$ cat config.mk
export PLATFORM = sky130hd
export DESIGN_NAME = deadline_arbiter
export DESIGN_NICKNAME = d
export VERILOG_FILES = /design/src/rtl/deadline_arbiter.sv
export SDC_FILE = /design/constraint.sdc
export NUM_CORES = 1
export LEC_CHECK = 0
export ABC_AREA = 0
export BUFFER_PORTS_ARGS = -buffer_cell sky130_fd_sc_hd__buf_2
export CAP_MARGIN = 20
export CORE_MARGIN = 3
export CORE_UTILIZATION = 40
export CTS_BUF_LIST = sky130_fd_sc_hd__clkbuf_8
export CTS_CLUSTER_DIAMETER = 200
export DETAILED_ROUTE_END_ITERATION = 8
export PLACE_DENSITY = 0.69
export SETUP_SLACK_MARGIN = 0.4
export SLEW_MARGIN = 5
export SYNTH_ARGS = -nofsm -noshare
export SYNTH_HDL_FRONTEND = slang
export SYNTH_SLANG_ARGS = --single-unit
$ cat constraint.sdc
create_clock -name clock -period 8.12 [get_ports clock]
set_input_delay 1.624 -clock clock [delete_from_list [all_inputs] [get_ports clock]]
set_output_delay 1.624 -clock clock [all_outputs]
set_load 0.01 [all_outputs]
$ cat src/rtl/deadline_arbiter.sv
// deadline_arbiter: picks the next memory request queue to serve, either by
// fixed priority (larger priority wins) or earliest deadline first (smallest
// remaining deadline wins). Tracks a per-queue deadline down-counter and a
// sticky deadline-miss flag, and presents the grant over a valid/ready pair.
//
// Ports:
//   clock      - rising-edge clock
//   reset      - asynchronous active-high reset
//   mode       - 0 = fixed priority, 1 = earliest deadline first
//   priorities - per-queue priority (FP) or relative deadline in cycles (EDF)
//   free       - bit i set means queue i is empty (not requesting)
//   ready      - downstream accepts the current selection
//   selection  - registered granted queue index
//   valid      - selection is meaningful
//   missed     - sticky per-queue deadline-miss flags
module deadline_arbiter #(
  parameter int unsigned NUMBER_OF_QUEUES = 4,
  parameter int unsigned REGISTER_SIZE    = 32,
  parameter int unsigned SEL_WIDTH        = $clog2(NUMBER_OF_QUEUES)
) (
  input  logic                                           clock,
  input  logic                                           reset,
  input  logic                                           mode,
  input  logic [NUMBER_OF_QUEUES-1:0][REGISTER_SIZE-1:0] priorities,
  input  logic [NUMBER_OF_QUEUES-1:0]                    free,
  input  logic                                           ready,
  output logic [SEL_WIDTH-1:0]                           selection,
  output logic                                           valid,
  output logic [NUMBER_OF_QUEUES-1:0]                    missed
);

  localparam int unsigned NQ = NUMBER_OF_QUEUES;
  localparam int unsigned RW = REGISTER_SIZE;

  logic [NQ-1:0]          armed;
  logic [NQ-1:0][RW-1:0]  d;

  logic [NQ-1:0]          served_c;
  logic [NQ-1:0]          eligible_c;
  logic [NQ-1:0][RW-1:0]  key_c;
  logic                   any_c;
  logic [SEL_WIDTH-1:0]   winner_c;
  logic [RW-1:0]          best_c;

  // Served / eligible masks and per-queue comparison keys.
  // The served queue is masked out so it cannot be re-granted before its
  // free bit has had a chance to update.
  always_comb begin
    served_c   = '0;
    eligible_c = '0;
    key_c      = '0;
    for (int unsigned i = 0; i < NQ; i++) begin
      served_c[i]   = valid && ready && (selection == SEL_WIDTH'(i));
      eligible_c[i] = !free[i] && !served_c[i];
      key_c[i]      = (mode && armed[i]) ? d[i] : priorities[i];
    end
  end

  // Linear scan; strict comparison keeps ties on the lowest index.
  always_comb begin
    any_c    = 1'b0;
    winner_c = '0;
    best_c   = '0;
    for (int unsigned i = 0; i < NQ; i++) begin
      if (eligible_c[i]) begin
        if (!any_c || (mode ? (key_c[i] < best_c) : (key_c[i] > best_c))) begin
          any_c    = 1'b1;
          winner_c = SEL_WIDTH'(i);
          best_c   = key_c[i];
        end
      end
    end
  end

  // Per-queue deadline state; service outranks arming and countdown.
  always_ff @(posedge clock or posedge reset) begin
    if (reset) begin
      armed  <= '0;
      d      <= '0;
      missed <= '0;
    end else begin
      for (int unsigned i = 0; i < NQ; i++) begin
        if (served_c[i]) begin
          missed[i] <= 1'b0;
          if (!free[i]) begin
            d[i]     <= priorities[i];
            armed[i] <= 1'b1;
          end else begin
            armed[i] <= 1'b0;
          end
        end else if (!armed[i]) begin
          if (!free[i]) begin
            d[i]     <= priorities[i];
            armed[i] <= 1'b1;
          end
        end else if (d[i] != '0) begin
          d[i] <= d[i] - RW'(1);
        end else begin
          missed[i] <= 1'b1;
        end
      end
    end
  end

  // Grant register: load a fresh decision unless a grant is stalled.
  always_ff @(posedge clock or posedge reset) begin
    if (reset) begin
      selection <= '0;
      valid     <= 1'b0;
    end else if (!valid || ready) begin
      valid <= any_c;
      if (any_c) begin
        selection <= winner_c;
      end
    end
  end

endmodule

==> impl_results.md, run 1 <==
- Status: complete, but fails checks
- Failing checks: negative setup slack
- CP Max Fanout: 8
- Critical path's largest stage delay: 0.45 ns
- Count leader, synth: nor2_1
- Synthesis-stage register bit count: 139
- Least-Margin Pin Slew: 1.13 ns
- H-tree depth: 4
- Area growth, synth to finish: 28.2%
- Tmin final: 8.14 ns
- First-pass GRT wire length: 69.1 mm
- WL/cell: 20.3 um
- Fillers: 2868
- Simple-Gate Fraction of Synth Area: 23.6%
- CTS tree: built
- I/O pin count: 143
- Net Count, Synth: 1809
- Total Routed Length: 45.5 mm
- Longest Clk Path Bufs: 2
- Number of vias per cell: 6.02
- Power Density: 340 nW/um^2
- FFs w/ async S/R, synth: 100%
- RSZ-0062 raised after global routing: yes
- Cell area after synthesis: 12900 sq um
- Die Span X: 186 um
- Remaining Overflow, GRT: 0
- Mux cell area share after synthesis: 12.7%
- Starting density of the core: 40.8%
- Vias in the first global route: 12.5k
- Die area: 34500 sq um
- Final WS setup: -0.0193 ns
- Most used flip-flop cell after synthesis: dfrtp_1
- Cts hold-fix bufs: 0
- Skew-Pair Late Insertion Delay: 0.51 ns
- Post-synthesis cell type count: 80
- DRC Markers: 0
- Gr usage total: 25.5%
- Antenna violations before repair: 1
- Cells after synthesis: 1573
- Leak: 0.00718 uW
- Setup Viol. Count Final: 1
- Worst EP required: 8.54 ns
- HP Class: reg2reg
- Core Rows: 65
- Core area: 31600 sq um
- Max-slew headroom: 24.6%
- Crit path DAT: 8.56 ns
- Post-synth EDFFs: 0
- Register area: 3480 sq um
- Yosys top cell area share: 27.0%
- Peak VDD IR: 0.160 mV
- Fmax: 0.123 GHz
- Xor and xnor area share after synthesis: 2.38%
- Area share of fa/ha/maj cells after synthesis: 9.70%
- Final Util: 52.3%
- Clock root cell: clkbuf_8
- Routability cong.: 0.977
- Worst Skew: 0.0205 ns
- Seq/Total Area, Yosys: 27.0%
- Vias: 13.5k
- Ys Warns: 0
- Synth area leader: dfrtp_1
- Post-synth top cells: nor2_1 (234), dfrtp_1 (139), nand2_1 (120)
- Share of layout cells above drive strength 1: 30.8%
- Crit path launch type: input port
- Fin nets: 2066
- Post-DRT Antenna Nets: 0
- DRT Pass-1 Iters: 6
- Max-cap violations: 0
- Kind of critical path: in2reg
- DPL Wire Length: 34.0 mm
- Antenna Cells: 0
- Max Slew Vio Count: 0
- Slowest-stage cell, CP: a2111oi_4
- Synth Area per Inst: 8.20 sq um
- Crit share post-route: 100%
- Count of input and output buffers: 142
- Post-synthesis compound-gate area fraction: 20.1%
- Starting DRT DRC Count: 1167
- Synth top area cells: dfrtp_1 (27%), ha_1 (9.7%), mux2_2 (7.0%)
- Area of the multi-input gates: 9640 sq um
- Post-route total power: 5630 uW
- CTS Buf Count: 17
- Largest family of logic cells by synthesized area: simple AND/OR/NAND/NOR gates
- Crit. End Element: flip-flop
- Fin. Hold Viols: 0
- CTS clock-pin slew for the worst setup and hold paths: 0.09 ns
- Setup TNS: -0.0193 ns
- Largest net degree at the start of global routing: 75
- Sink Count: 139
- Die Height: 186 um
-- final cells by class --
cell class	instances	area share, %
clock buffer	17	1.41
multi-input combinational	1285	58.3
timing repair buffer	315	13.5
clock inverter	15	1.07
inverter	72	1.66
sequential	139	21.0
tap	402	3.04
-- layer usage --
layer	vias to the layer above	GRT usage (%)	wire length (um)
met3	82	4.22	3600
li1	6341	-	-
met4	2	9.59	1530
met1	6458	35.8	20100
met2	630	39.5	20300
met5	-	0	5
-- placed cells by master (no fill, tap or decap), drive strengths merged, types with 41 or more instances in the layout --
cell   synthesis  final
nand2        120    121
nor3          56     56
buf           22    314
o21ai         66     66
a21oi        109    109
ha           100    100
nor2         235    235
mux2i         74     74
dfrtp        139    139
mux2          80     80
o22ai         41     41
inv           72     74
-- logic make-up after synthesis --
family,count (synthesis)
AOI/OAI and AO/OA,387
buffers and inverters,150
adders and majority gates,100
muxes,154
DFF,139
and+or+nand+nor,608
xor gates and xnor gates,35
-- stage by stage --
step,setup slack (ns),area (sq um),cells,hold slack [ns]
floorplan,0.314,13200,1573,0.466
global placement,-0.356,15100,2178,0.457
detailed placement,-0.463,15100,2178,0.465
CTS,0.388,15900,2222,0.491
global route,-0.214,16500,2245,0.510
finish,-0.0193,16500,2245,0.494
-- path summary, 6_finish.rpt --
path | start | endpoint | slack [ns] | cells past startpoint
max reg2reg | armed[0]$_DFF_PP0_ | selection[0]$_DFFE_PP0P_ | 0.61 | 31
min in group asynchronous | reset | d[41]$_DFFE_PP0P_ | 1.20 | 2
max in group asynchronous | reset | missed[3]$_DFFE_PP0P_ | 5.50 | 3
min reg2reg | missed[0]$_DFFE_PP0P_ | missed[0]$_DFFE_PP0P_ | 0.49 | 2
max | mode | selection[0]$_DFFE_PP0P_ | -0.02 | 32
min | missed[0]$_DFFE_PP0P_ | missed[0]$_DFFE_PP0P_ | 0.49 | 2
-- critical path: cells and delay by family --
family                   cells  cell delay, ns
AND/OR/NAND/NOR             10            2.33
AO/OA/AOI/OAI               10            2.05
buffers and inverters        6            0.91
multiplexers                 3            0.82
adder cells (fa/ha/maj)      3            0.78
-- sequential cells by signal, indices dropped and copies added (netlist names) --
name,cells
armed,4
d,128
missed,4
selection,2
valid,1
-- report_power, final --
| group | internal [uW] | total (uW) | switching [uW] |
|---|---|---|---|
| sequential | 1010 | 1480 | 476 |
| combinational | 1700 | 3530 | 1830 |
| clock | 302 | 620 | 318 |
| total | 3010 | 5630 | 2620 |
-- repair_timing --
action,in CTS,in global routing
gates cloned,3,1
gates resized for setup,38,76
endpoints found under the setup margin,2,2
setup buffers,9,18
pin swaps,10,51
Note: power is estimated with default switching activity, not from simulation.
==> inputs of run 2 (changes only) <==
clock period = 10.2 ns   (was 8.12 ns; I/O delays follow)
==> run 2 against run 1 <==
Net effect:
- the flow now finishes without violations
- final cell count fell by 6.9%
- design area fell by 13%
- worst hold slack got worse by 0.016 ns
- register-to-register slack gained 1.6 ns
- first-iteration DRC count up 13%
- clock skew increased by 0.0045 ns
- sequential cell count unchanged
- count of clock-buffer cells in the layout rose by 1
- utilization is 6.7 points lower
- die area stayed put
- total power is 32% lower
- global-route usage decreased by 1.2 points
- critical path type unchanged
- largest cell class unchanged
==> impl_results.md, run 2 (same netlist as run 1, synthesis figures left out) <==
- R2r setup slk: 2.21 ns (+1.60 ns)
- Largest net degree at the start of global routing: 74 (-1.3%)
- CTS clock-pin slew for the worst setup and hold paths: 0.08 ns (about the same)
- Hold Crit Depth: 1 (-1)
- Critical path's largest stage delay: 0.64 ns (+0.19 ns)
- Cts hold-fix bufs: 0 (unchanged)
- Sink Count: 139 (unchanged)
- WL/cell: 20.4 um (+0.76%)
- Fin nets: 1913 (-7.4%)
- HP Class: reg2reg
- Worst EP required: 10.62 ns (+2.08 ns)
- DP Worst Slack: 0.320 ns (+0.784 ns)
- Reg2Reg Depth: 30 (-3.2%)
- Highest-count cells in the layout ignoring fill and taps: nor2_1 (234), buf_2 (142), dfrtp_1 (139)
- Crit path launch type: input port
- Post-route total power: 3840 uW (-32%)
- Fmax: 0.106 GHz
- Die Height: 186 um (unchanged)
- Final WS setup: 0.770 ns (+0.789 ns)
- Peak VDD IR: 0.137 mV (-14%)
- I/O pin count: 143 (unchanged)
- Gr usage total: 24.3% (-1.2 points)
- DPL Wire Length: 32.2 mm (-5.2%)
- Core Rows: 65 (unchanged)
- Routability cong.: 0.935 (-4.3%)
- Crit path DAT: 9.85 ns (+1.29 ns)
- Largest register FFs: 128 (unchanged)
- Fin. Hold Viols: 0 (unchanged)
- Largest registers: d (128), armed (4), missed (4)
- Worst Skew: 0.0250 ns (+0.00448 ns)
- Vias in the first global route: 12.2k (-2.6%)
- Max-slew headroom: 24.1% (-0.45 points)
- CP Max Fanout: 32 (+24)
- Starting DRT DRC Count: 1320 (+13%)
- Starting density of the core: 40.8% (unchanged)
- Least-Margin Pin Slew: 1.14 ns (+0.00672 ns)
- Longest Clk Path Bufs: 2 (unchanged)
- Max-cap violations: 0 (unchanged)
- Remaining Overflow, GRT: 0 (unchanged)
- Kind of critical path: in2reg
- Number of vias per cell: 6.16 (+2.3%)
- Post-DRT Antenna Nets: 0 (unchanged)
- Max Slew Vio Count: 0 (unchanged)
- Reg2Reg Launch Point: armed[1]$_DFF_PP0_
- Slowest-stage cell, CP: a2111oi_0
- Hold Crit Endpoint: missed[1]$_DFFE_PP0P_
- Core area: 31600 sq um (unchanged)
- DRC Markers: 0 (unchanged)
- DRT Pass-1 Iters: 7 (+1)
- Die Span X: 186 um (unchanged)
- Skew-Pair Late Insertion Delay: 0.51 ns (about the same)
- First-pass GRT wire length: 65.8 mm (-4.7%)
- Count of input and output buffers: 142 (unchanged)
- Antenna violations before repair: 0 (-1)
- Antenna Cells: 0 (unchanged)
- Hold Startpoint: missed[1]$_DFFE_PP0P_
- Crit share post-route: 92.5%
- Clock root cell: clkbuf_8
- CTS Buf Count: 17 (unchanged)
- Area growth, synth to finish: 11.8%
- Share of layout cells above drive strength 1: 19.4% (-11 points)
- RR Endpoint: selection[1]$_DFFE_PP0P_
- Total Routed Length: 42.7 mm (-6.2%)
- Biggest register: d
- Status: completed
- Setup Viol. Count Final: 0 (-1)
- Most common cell after layout, fill and taps aside: nor2_1
- Power Density: 266 nW/um^2 (-22%)
- RSZ-0062 raised after global routing: no
- Vias: 12.9k (-4.7%)
- Die area: 34500 sq um (unchanged)
- Fillers: 3115 (+8.6%)
- Tmin final: 9.43 ns
- H-tree depth: 4 (unchanged)
- Leak: 0.00623 uW (-13%)
- CTS tree: built
- Crit. End Element: flip-flop
- Setup TNS: 0 ns (+0.0193 ns)
## run 2: cell count changes in the layout (fill, tap and decap cells not counted), sizes merged
cell and change:
bufinv +1, inv -2, buf -151, clkinvlp -1, nand2 -1
## run 2: timing repair
item,CTS,global route
resized for setup,0,4
buffers inserted,0,0
setup endpoints to repair,0,2
## run 2: layer usage
layer / track usage [%] / part of all wire (%)
met1: 33.3 / 43
met2: 38.5 / 45
met3: 4.16 / 8.1
met4: 9.15 / 3.4
met5: 0 / 0
## run 2: stage by stage
stage               cell area [sq um]  std cells  util, %  hold WS [ns]
floorplan                       12900       1573        -         0.466
global placement                14000       2057     44.1         0.457
detailed placement              14000       2057     44.1         0.463
CTS                             14400       2088     45.4         0.482
global route                    14400       2091     45.6         0.514
finish                          14400       2091     45.6         0.479
## run 2: worst max-delay path by stage
| stage | from | end | cells past startpoint |
|---|---|---|---|
| 6_report | mode | selection[1]$_DFFE_PP0P_ | 32 |
| 5_1_grt | mode | selection[1]$_DFFE_PP0P_ | 33 |
| 4_1_cts | mode | selection[1]$_DFFE_PP0P_ | 31 |
| 3_3_place_gp | mode | selection[1]$_DFFE_PP0P_ | 31 |
| 3_5_place_dp | mode | selection[1]$_DFFE_PP0P_ | 30 |
| 2_1_floorplan | mode | selection[1]$_DFFE_PP0P_ | 34 |
## run 2: cell type report
| cell class | count | area, sq um | area share [%] |
|---|---|---|---|
| Multi-Input combinational cell | 1284 | 8850 | 61.3 |
| Sequential cell | 139 | 3480 | 24.1 |
| Timing Repair Buffer | 163 | 901 | 6.24 |
| Tap cell | 402 | 503 | 3.49 |
| Inverter | 72 | 275 | 1.91 |
| Clock buffer | 18 | 248 | 1.72 |
| Clock inverter | 13 | 175 | 1.21 |
## run 2: critical path, delay by kind of cell
family                     cells  cell delay, ns
AOI/OAI and AO/OA             11            2.55
adders and majority gates      3            0.94
buffers and inverters          5            1.17
muxes                          3            0.85
and+or+nand+nor               10            2.25
## run 2: power by group
| part | switching (uW) | total, uW | leakage (uW) | internal (uW) |
|---|---|---|---|---|
| sequential | 374 | 1170 | 0.00155 | 800 |
| clock | 242 | 510 | 0.000206 | 268 |
| combinational | 1210 | 2150 | 0.00447 | 939 |
| total | 1830 | 3840 | 0.00623 | 2010 |
